<file path="config.mk">
export PLATFORM = sky130hd
export DESIGN_NAME = pc_sequencer
export DESIGN_NICKNAME = d
export VERILOG_FILES = /design/src/rtl/pc_sequencer.sv
export SDC_FILE = /design/constraint.sdc
export NUM_CORES = 1
export LEC_CHECK = 0
export ABC_CLOCK_PERIOD_IN_PS = 2100
export CAP_MARGIN = 40
export CORE_AREA = 2 2 72 67
export DETAILED_ROUTE_END_ITERATION = 12
export DIE_AREA = 0 0 74 69
export PLACE_DENSITY = 0.86
export SLEW_MARGIN = 25
export SYNTH_ARGS = -nofsm -noshare
export SYNTH_HDL_FRONTEND = slang
export SYNTH_SLANG_ARGS = --single-unit
</file>
<file path="constraint.sdc">
create_clock -name CLK -period 2.1 [get_ports CLK]
set_clock_uncertainty 0.15 [all_clocks]
set_input_delay 0.525 -clock CLK [delete_from_list [all_inputs] [get_ports CLK]]
set_output_delay 0.525 -clock CLK [all_outputs]
set_load 0.05 [all_outputs]
</file>
<file path="src/rtl/pc_sequencer.sv">
`default_nettype none
// ============================================================================
//  Module   : pc_sequencer
//  Purpose  : Program-counter sequencer for the BRISC core. Steps the
//             instruction address once per cycle after program load, with
//             absolute jump, call/return through an internal LIFO
//             return-address stack, stall, and a halt at LAST_ADDR.
//  Ports    : CLK, RST_N (async, active-low)
//             load_done, stall, jump_en, call_en, ret_en, jump_address
//             program_counter, running, halted, stack_level,
//             stack_overflow, stack_underflow (all registered)
//  Revision : 1.0 - initial release
// ============================================================================
module pc_sequencer #(
    parameter int ADDR_W      = 5,
    parameter int STACK_DEPTH = 4,
    parameter int LAST_ADDR   = 2**ADDR_W - 1
) (
    input  logic                             CLK,
    input  logic                             RST_N,
    input  logic                             load_done,
    input  logic                             stall,
    input  logic                             jump_en,
    input  logic                             call_en,
    input  logic                             ret_en,
    input  logic [ADDR_W-1:0]                jump_address,
    output logic [ADDR_W-1:0]                program_counter,
    output logic                             running,
    output logic                             halted,
    output logic [$clog2(STACK_DEPTH+1)-1:0] stack_level,
    output logic                             stack_overflow,
    output logic                             stack_underflow
);

    localparam int                LVL_W       = $clog2(STACK_DEPTH + 1);
    localparam logic [ADDR_W-1:0] c_last_addr = ADDR_W'(LAST_ADDR);
    localparam logic [LVL_W-1:0]  c_depth     = LVL_W'(STACK_DEPTH);

    typedef enum logic [1:0] {
        ST_IDLE = 2'd0,
        ST_RUN  = 2'd1,
        ST_HALT = 2'd2
    } state_t;

    state_t            state_q, state_d;
    logic [ADDR_W-1:0] pc_q, pc_d;
    logic [LVL_W-1:0]  level_q, level_d;
    logic [ADDR_W-1:0] stack_q [STACK_DEPTH];
    logic [ADDR_W-1:0] stack_d [STACK_DEPTH];
    logic              ovf_q, ovf_d;
    logic              unf_q, unf_d;
    logic              running_q, running_d;
    logic              halted_q, halted_d;

    logic [ADDR_W-1:0] pc_inc;
    logic [ADDR_W-1:0] top_entry;

    // Natural wrap of the adder gives the required mod 2**ADDR_W push value.
    assign pc_inc = pc_q + ADDR_W'(1);

    // Top of stack is the entry just below the current fill level.
    always_comb begin
        top_entry = '0;
        for (int i = 0; i < STACK_DEPTH; i++) begin
            if (LVL_W'(i + 1) == level_q) begin
                top_entry = stack_q[i];
            end
        end
    end

    always_comb begin
        state_d = state_q;
        pc_d    = pc_q;
        level_d = level_q;
        stack_d = stack_q;
        ovf_d   = ovf_q;
        unf_d   = unf_q;

        case (state_q)
            ST_IDLE: begin
                pc_d = '0;
                if (load_done) begin
                    state_d = ST_RUN;
                end
            end
            ST_RUN, ST_HALT: begin
                if (!load_done) begin
                    state_d = ST_IDLE;
                    pc_d    = '0;
                    level_d = '0;
                end else if (stall) begin
                    // Freeze everything.
                end else if (ret_en) begin
                    if (level_q != '0) begin
                        pc_d    = top_entry;
                        level_d = level_q - LVL_W'(1);
                        state_d = ST_RUN;
                    end else begin
                        unf_d = 1'b1;
                        // A failed return in HALT leaves the PC parked.
                        if (state_q == ST_RUN) begin
                            pc_d = pc_inc;
                        end
                    end
                end else if (call_en) begin
                    if (level_q < c_depth) begin
                        for (int i = 0; i < STACK_DEPTH; i++) begin
                            if (LVL_W'(i) == level_q) begin
                                stack_d[i] = pc_inc;
                            end
                        end
                        pc_d    = jump_address;
                        level_d = level_q + LVL_W'(1);
                        state_d = ST_RUN;
                    end else begin
                        ovf_d = 1'b1;
                        if (state_q == ST_RUN) begin
                            pc_d = pc_inc;
                        end
                    end
                end else if (jump_en) begin
                    pc_d    = jump_address;
                    state_d = ST_RUN;
                end else if (state_q == ST_RUN) begin
                    if (pc_q == c_last_addr) begin
                        state_d = ST_HALT;
                    end else begin
                        pc_d = pc_inc;
                    end
                end
            end
            default: begin
                state_d = ST_IDLE;
                pc_d    = '0;
                level_d = '0;
            end
        endcase

        running_d = (state_d == ST_RUN);
        halted_d  = (state_d == ST_HALT);
    end

    always_ff @(posedge CLK or negedge RST_N) begin
        if (!RST_N) begin
            state_q   <= ST_IDLE;
            pc_q      <= '0;
            level_q   <= '0;
            stack_q   <= '{default: '0};
            ovf_q     <= 1'b0;
            unf_q     <= 1'b0;
            running_q <= 1'b0;
            halted_q  <= 1'b0;
        end else begin
            state_q   <= state_d;
            pc_q      <= pc_d;
            level_q   <= level_d;
            stack_q   <= stack_d;
            ovf_q     <= ovf_d;
            unf_q     <= unf_d;
            running_q <= running_d;
            halted_q  <= halted_d;
        end
    end

    assign program_counter = pc_q;
    assign running         = running_q;
    assign halted          = halted_q;
    assign stack_level     = level_q;
    assign stack_overflow  = ovf_q;
    assign stack_underflow = unf_q;

endmodule
`default_nettype wire

</file>
# ---- Word-level counts from Yosys, hierarchy flattened
# Cells that the tools add are included.
dict set report word_totals {
  reg_bits 34
  input_bits 12
}
dict set report classes {
  add_sub_neg 3
  n_lt_le_gt_ge 1
  eq_ne 15
  n_mux 33
  bitwise_logic 5
  n_reduce_logical 12
}
# operator count
set ops {}
lappend ops {{$mux W5} 15}
lappend ops {{$reduce_and A7 Y1} 4}
lappend ops {{$mux W2} 10}
lappend ops {{$mux W3} 6}
lappend ops {{$ne A4 B4 Y1 const B} 3}
lappend ops {{$ne A6 B6 Y1 const B} 2}
lappend ops {{$reduce_and A5 Y1} 2}
lappend ops {{$eq A2 B3 Y1 const A} 2}
lappend ops {{$pmux W3 S2} 1}
lappend ops {{$reduce_and A6 Y1} 1}
lappend ops {{$add A5 B1 Y5 const B} 1}
lappend ops {{$eq A5 B5 Y1 const B} 1}
lappend ops {{$not A1 Y1} 5}
lappend ops {{$eq A2 B1 Y1 const B} 2}
lappend ops {{$eq A2 B2 Y1 const B} 2}
lappend ops {{$pmux W2 S2} 1}
lappend ops {{$add A3 B1 Y3 const B} 1}
lappend ops {{$eq A1 B3 Y1 const A} 1}
lappend ops {{$eq A3 B3 Y1 const A} 1}
lappend ops {{$logic_not A3 Y1} 1}
lappend ops {{$lt A3 B3 Y1 const B} 1}
lappend ops {{$ne A3 B3 Y1 const B} 1}
lappend ops {{$reduce_and A3 Y1} 1}
lappend ops {{$reduce_bool A3 Y1} 1}
lappend ops {{other kinds (3)} 3}

# ---- Longest topological paths before layout
dict set report logic_depth {
  ltp_word 10
  mapped_depth 9
  ltp_nobuf 8
}

# ---- Worst setup path after synthesis
# OpenSTA, ideal clock, no wires.
dict set report synth_timing {
  path_kind {register -> register}
  start {register level_q[2], in the netlist stack_level[2]}
  end {register pc_q[4], in the netlist program_counter[4]}
  setup_ns 0.083
  arrival_time_ns 2.235
  required_ns 1.867
  path_slack_ns -0.367
  stages_incl_launch_ff 9
  n_path_buf 1
  synth_period_minus_slack_ns 2.467
  path_cell_list {dfrtp_1 clkinv_1 ha_1 clkbuf_1 nor4b_1 a221oi_1 a21oi_1 a31oi_1 o21ai_0}
}
dict set report synth_between {
  elab_chain_cells 10
}
# element line
set synth_rtl {}
lappend synth_rtl {{start: declaration} 47} ;# logic [LVL_W-1:0] level_q, level_d;
lappend synth_rtl {{start signal: assignment} 156} ;# level_q <= level_d;
lappend synth_rtl {{$eq A1 B3 Y1} 65} ;# if (LVL_W'(i + 1) == level_q) begin
lappend synth_rtl {{$mux W5 (4 in a row)} 65}
lappend synth_rtl {{$mux W5} 94} ;# if (level_q != '0) begin
lappend synth_rtl {{$mux W5 *} 93} ;# end else if (ret_en) begin
lappend synth_rtl {{$mux W5 *} 91} ;# end else if (stall) begin
lappend synth_rtl {{$mux W5 *} 87} ;# if (!load_done) begin
lappend synth_rtl {{$mux W5 *} 79} ;# case (state_q)
lappend synth_rtl {{end signal: assignment} 155} ;# pc_q <= pc_d;
lappend synth_rtl {{end: declaration} 46} ;# logic [ADDR_W-1:0] pc_q, pc_d;
# Mark *: on every way between the ends. The rest lies on a longest branch, timed or not. The select of a mux whose other input is x is not followed.
# A chain may end at the register's enable or synchronous reset.

# ---- Final worst setup path
dict set report layout_timing {
  start {register level_q[0], in the netlist stack_level[0]}
  end {register pc_q[0], in the netlist program_counter[0]}
}
# The elaborated chain is that of the path after synthesis.

==> flow_summary_export.csv <==
group,metric,value,unit
run_status,run_status,"finished clean",
die,num_io_pins,24,
critical_path,rr_endpoint,"program_counter[0]$_DFFE_PN0P_",
critical_path,cp.buffers_inverters,1,
pwr,vdd_drop_max,794,uV
clock_network,clk_pin_slew,0.07,ns
global_routing,grt_usage,0.245,
min_path,min_from,"stack_overflow$_DFFE_PN0P_",
synth,yosys.area.top_type,"dfrtp_1",
clock_network,cts_tree,"done",
finish,final-seq-area,860,um^2
global_routing,met2_usage,0.382,
clock_network,cts_max_level,2,
drt,drc_errors,0,
critical_path,max_stage_delay,0.44,ns
global_routing,grt_max_degree,35,
critical_path,r2r_cells,8,
global_routing,grtUsageMet1,0.329,
finish,antenna_cells,0,
timing,slew_headroom,0.705,
critical_path,critPathRequiredTime,2.16,ns
pwr,p_leak,1.45,nW
finish,area_delta_synth_final,42.2,%
critical_path,criticalPathCategory,"reg -> reg",
timing,rsz0062_at_grt,"true",
timing,fin_ws,0.0145,ns
synth,yosysMostFrequentCell,"dfrtp_1",
min_path,hp-class,"reg -> reg",
critical_path,endpoint_kind,"flop",
drt,first_iter_violations,232,
critical_path,cp_cell_sequence,"ha_1 > ha_2 > nor4b_2 > buf_4 > a221oi_1 > a21oi_1 > nor2_1 > o21ai_0",
synth,ys_ff_latch,34,
synth,ys.flop_type,"dfrtp_1",
drt,dr.pass1.iters,5,
timing,slew_violations,0,
clock_network,clock_sinks,34,
place,hpwl,4170,um
timing,whs,0.326,ns
min_path,min_to,"stack_overflow$_DFFE_PN0P_",
timing,fin_crit,2.09,ns
die,dieArea,5110,um^2
synth,async_reset_ff_frac,1.00,
die,row_count,23,
place,post-place-ws,-0.338,ns
pwr,p_total,2.74,mW
critical_path,cpMaxStageDelayCell,"dfrtp_2",
finish,multi_input_area,1380,um^2
clock_network,cts_hold_buf,0,
clock_network,clk_latency,0.30,ns
timing,period_share,0.993,
synth,synth_edf_count,0,
finish,fillCellCount,266,
die,initial_core_util,0.497,
clock_network,cts.path.max_buffers,2,
drt,drt-total-wl,6560,um
clock_network,cts_buffers,5,
timing,fmax,480,MHz
critical_path,worstPathMaxFanout,5,
global_routing,antenna_found_initial,0,
global_routing,grt_pass1_vias,2089,
synth,synth_area_leaders,"dfrtp_1 39%, mux2_2 10%, ha_1 7.5%",
critical_path,worstPathArrival,2.15,ns
die,die_h,69,um
job,cap_violations,0,
timing,setup-violations-final,0,
drt,via_count,2097,
finish,drive_gt1_frac,0.463,
global_routing,met3_usage,0.0468,
synth,syn_nets,244,
drt,via_per_inst,6.04,
clock_network,clockRootBuffer,"clkbuf_8",
synth,synthCells,219,
critical_path,rrSetupSlack,0.01,ns
timing,tightest_slew,0.442,ns
synth,avgSynthCellArea,9.87,um^2
die,die_w,74,um
global_routing,overflow,0,
critical_path,crit_family,"adder cells",
synth,yosys_warnings,0,
drt,wl_per_cell,18.9,um
place,io_buffers,23,
pwr,p_per_area,890,nW/um^2
synth,synth_cell_types,50,
place,globalplace.congestion,0.905,
synth,syn_area,2160,um^2
min_path,holdPathStages,1,
finish,nets,309,
synth,yosys.area.top_type_share,0.394,
timing,final-hold-violation-count,0,
drt,ant_nets,0,
timing,tns,0,ns
finish,finalNonFillerCells,347,
global_routing,grt.busiest_layer,"met2",
synth,synth_commonest_cells,"34 x dfrtp_1, 20 x mux2_2, 19 x nand2_1, 15 x nor2_1, 13 x ha_1",
critical_path,worstSetupStartpointType,"flop",
global_routing,grt_pass1_wl,9760,um
die,core-area,4350,um^2
synth,yosysSeqAreaShare,0.394,
place,place_inst,334,
critical_path,r2r-start,"stack_level[0]$_DFFE_PN0P_",
[logic make-up (layout without fill, tap and decap cells)]
kind of cell	Yosys count	count (layout)	share of synthesized area
flip-flops	34	34	0.394
AND/OR/NAND/NOR	64	64	0.154
adder cells (fa/ha/maj)	13	13	0.0753
multiplexers	26	26	0.132
XOR/XNOR	5	5	0.0203
AO/OA/AOI/OAI	51	51	0.168
buffers and inverters	26	92	0.0567
[per-layer routing]
| metal | share of wire | routed length [um] | vias up |
|---|---|---|---|
| li1 | - | - | 921 |
| met1 | 0.40 | 2640 | 1007 |
| met2 | 0.48 | 3120 | 135 |
| met3 | 0.074 | 487 | 34 |
| met4 | 0.046 | 302 | 0 |
| met5 | 0 | 0 | - |
[where the power goes]
part / switching, mW / internal [mW]
logic: 0.761 / 0.583
registers: 0.0671 / 0.749
clock network: 0.245 / 0.331
total: 1.07 / 1.66
[placed cells by master (no fill, tap or decap), drive strengths merged, types with 3 or more instances in the layout]
master / instances
o21ai: 12
and3: 3
nand2: 19
inv: 11
nor3b: 4
clkdlybuf4s50: 8
nand2b: 3
buf: 61
mux2i: 6
a221oi: 5
a21oi: 7
nor2: 16
clkbuf: 8
o221ai: 3
and2: 3
xor2: 3
dfrtp: 34
mux2: 20
nand3: 4
ha: 13
o22ai: 5
a31oi: 3
[through the flow]
stage / area (um^2) / util
CTS: 2940 / 0.675
global route: 3070 / 0.707
finish: 3070 / 0.707
floorplan: 2210 / -
global placement: 2760 / 0.636
detailed placement: 2760 / 0.636
[how the worst max path moves through the flow]
stage	startpoint	endpoint	slack [ns]	depth (start not counted)
after CTS	stack_level[0]$_DFFE_PN0P_	program_counter[4]$_DFFE_PN0P_	0.001	7
after detailed placement	ret_en	program_counter[2]$_DFFE_PN0P_	-0.34	5
after global placement	ret_en	program_counter[3]$_DFFE_PN0P_	-0.30	6
after global routing	program_counter[1]$_DFFE_PN0P_	running$_DFF_PN0_	-0.07	9
final	stack_level[0]$_DFFE_PN0P_	program_counter[0]$_DFFE_PN0P_	0.01	8
after floorplan	program_counter[1]$_DFFE_PN0P_	program_counter[4]$_DFFE_PN0P_	-0.06	8
[repair_timing]
action                                  CTS  global route
pin swaps                                 3            10
gates resized for setup                  16            26
cloned                                    0             0
endpoints found under the setup margin   13            25
buffers inserted                          0             5
[sequential cells by signal (all words and copies together), names as in the netlist]
signal	flops
halted	1
program_counter	5
running	1
stack_level	3
stack_overflow	1
stack_q	20
stack_underflow	1
state_q	2
[cell type report]
class                           instances  area share
Multi-Input combinational cell        159       0.447
Timing Repair Buffer                   72       0.197
Tap cell                               62      0.0252
Sequential cell                        34       0.280
Clock buffer                            8      0.0358
Inverter                               12      0.0151
Power figures use the tool's default switching activity.
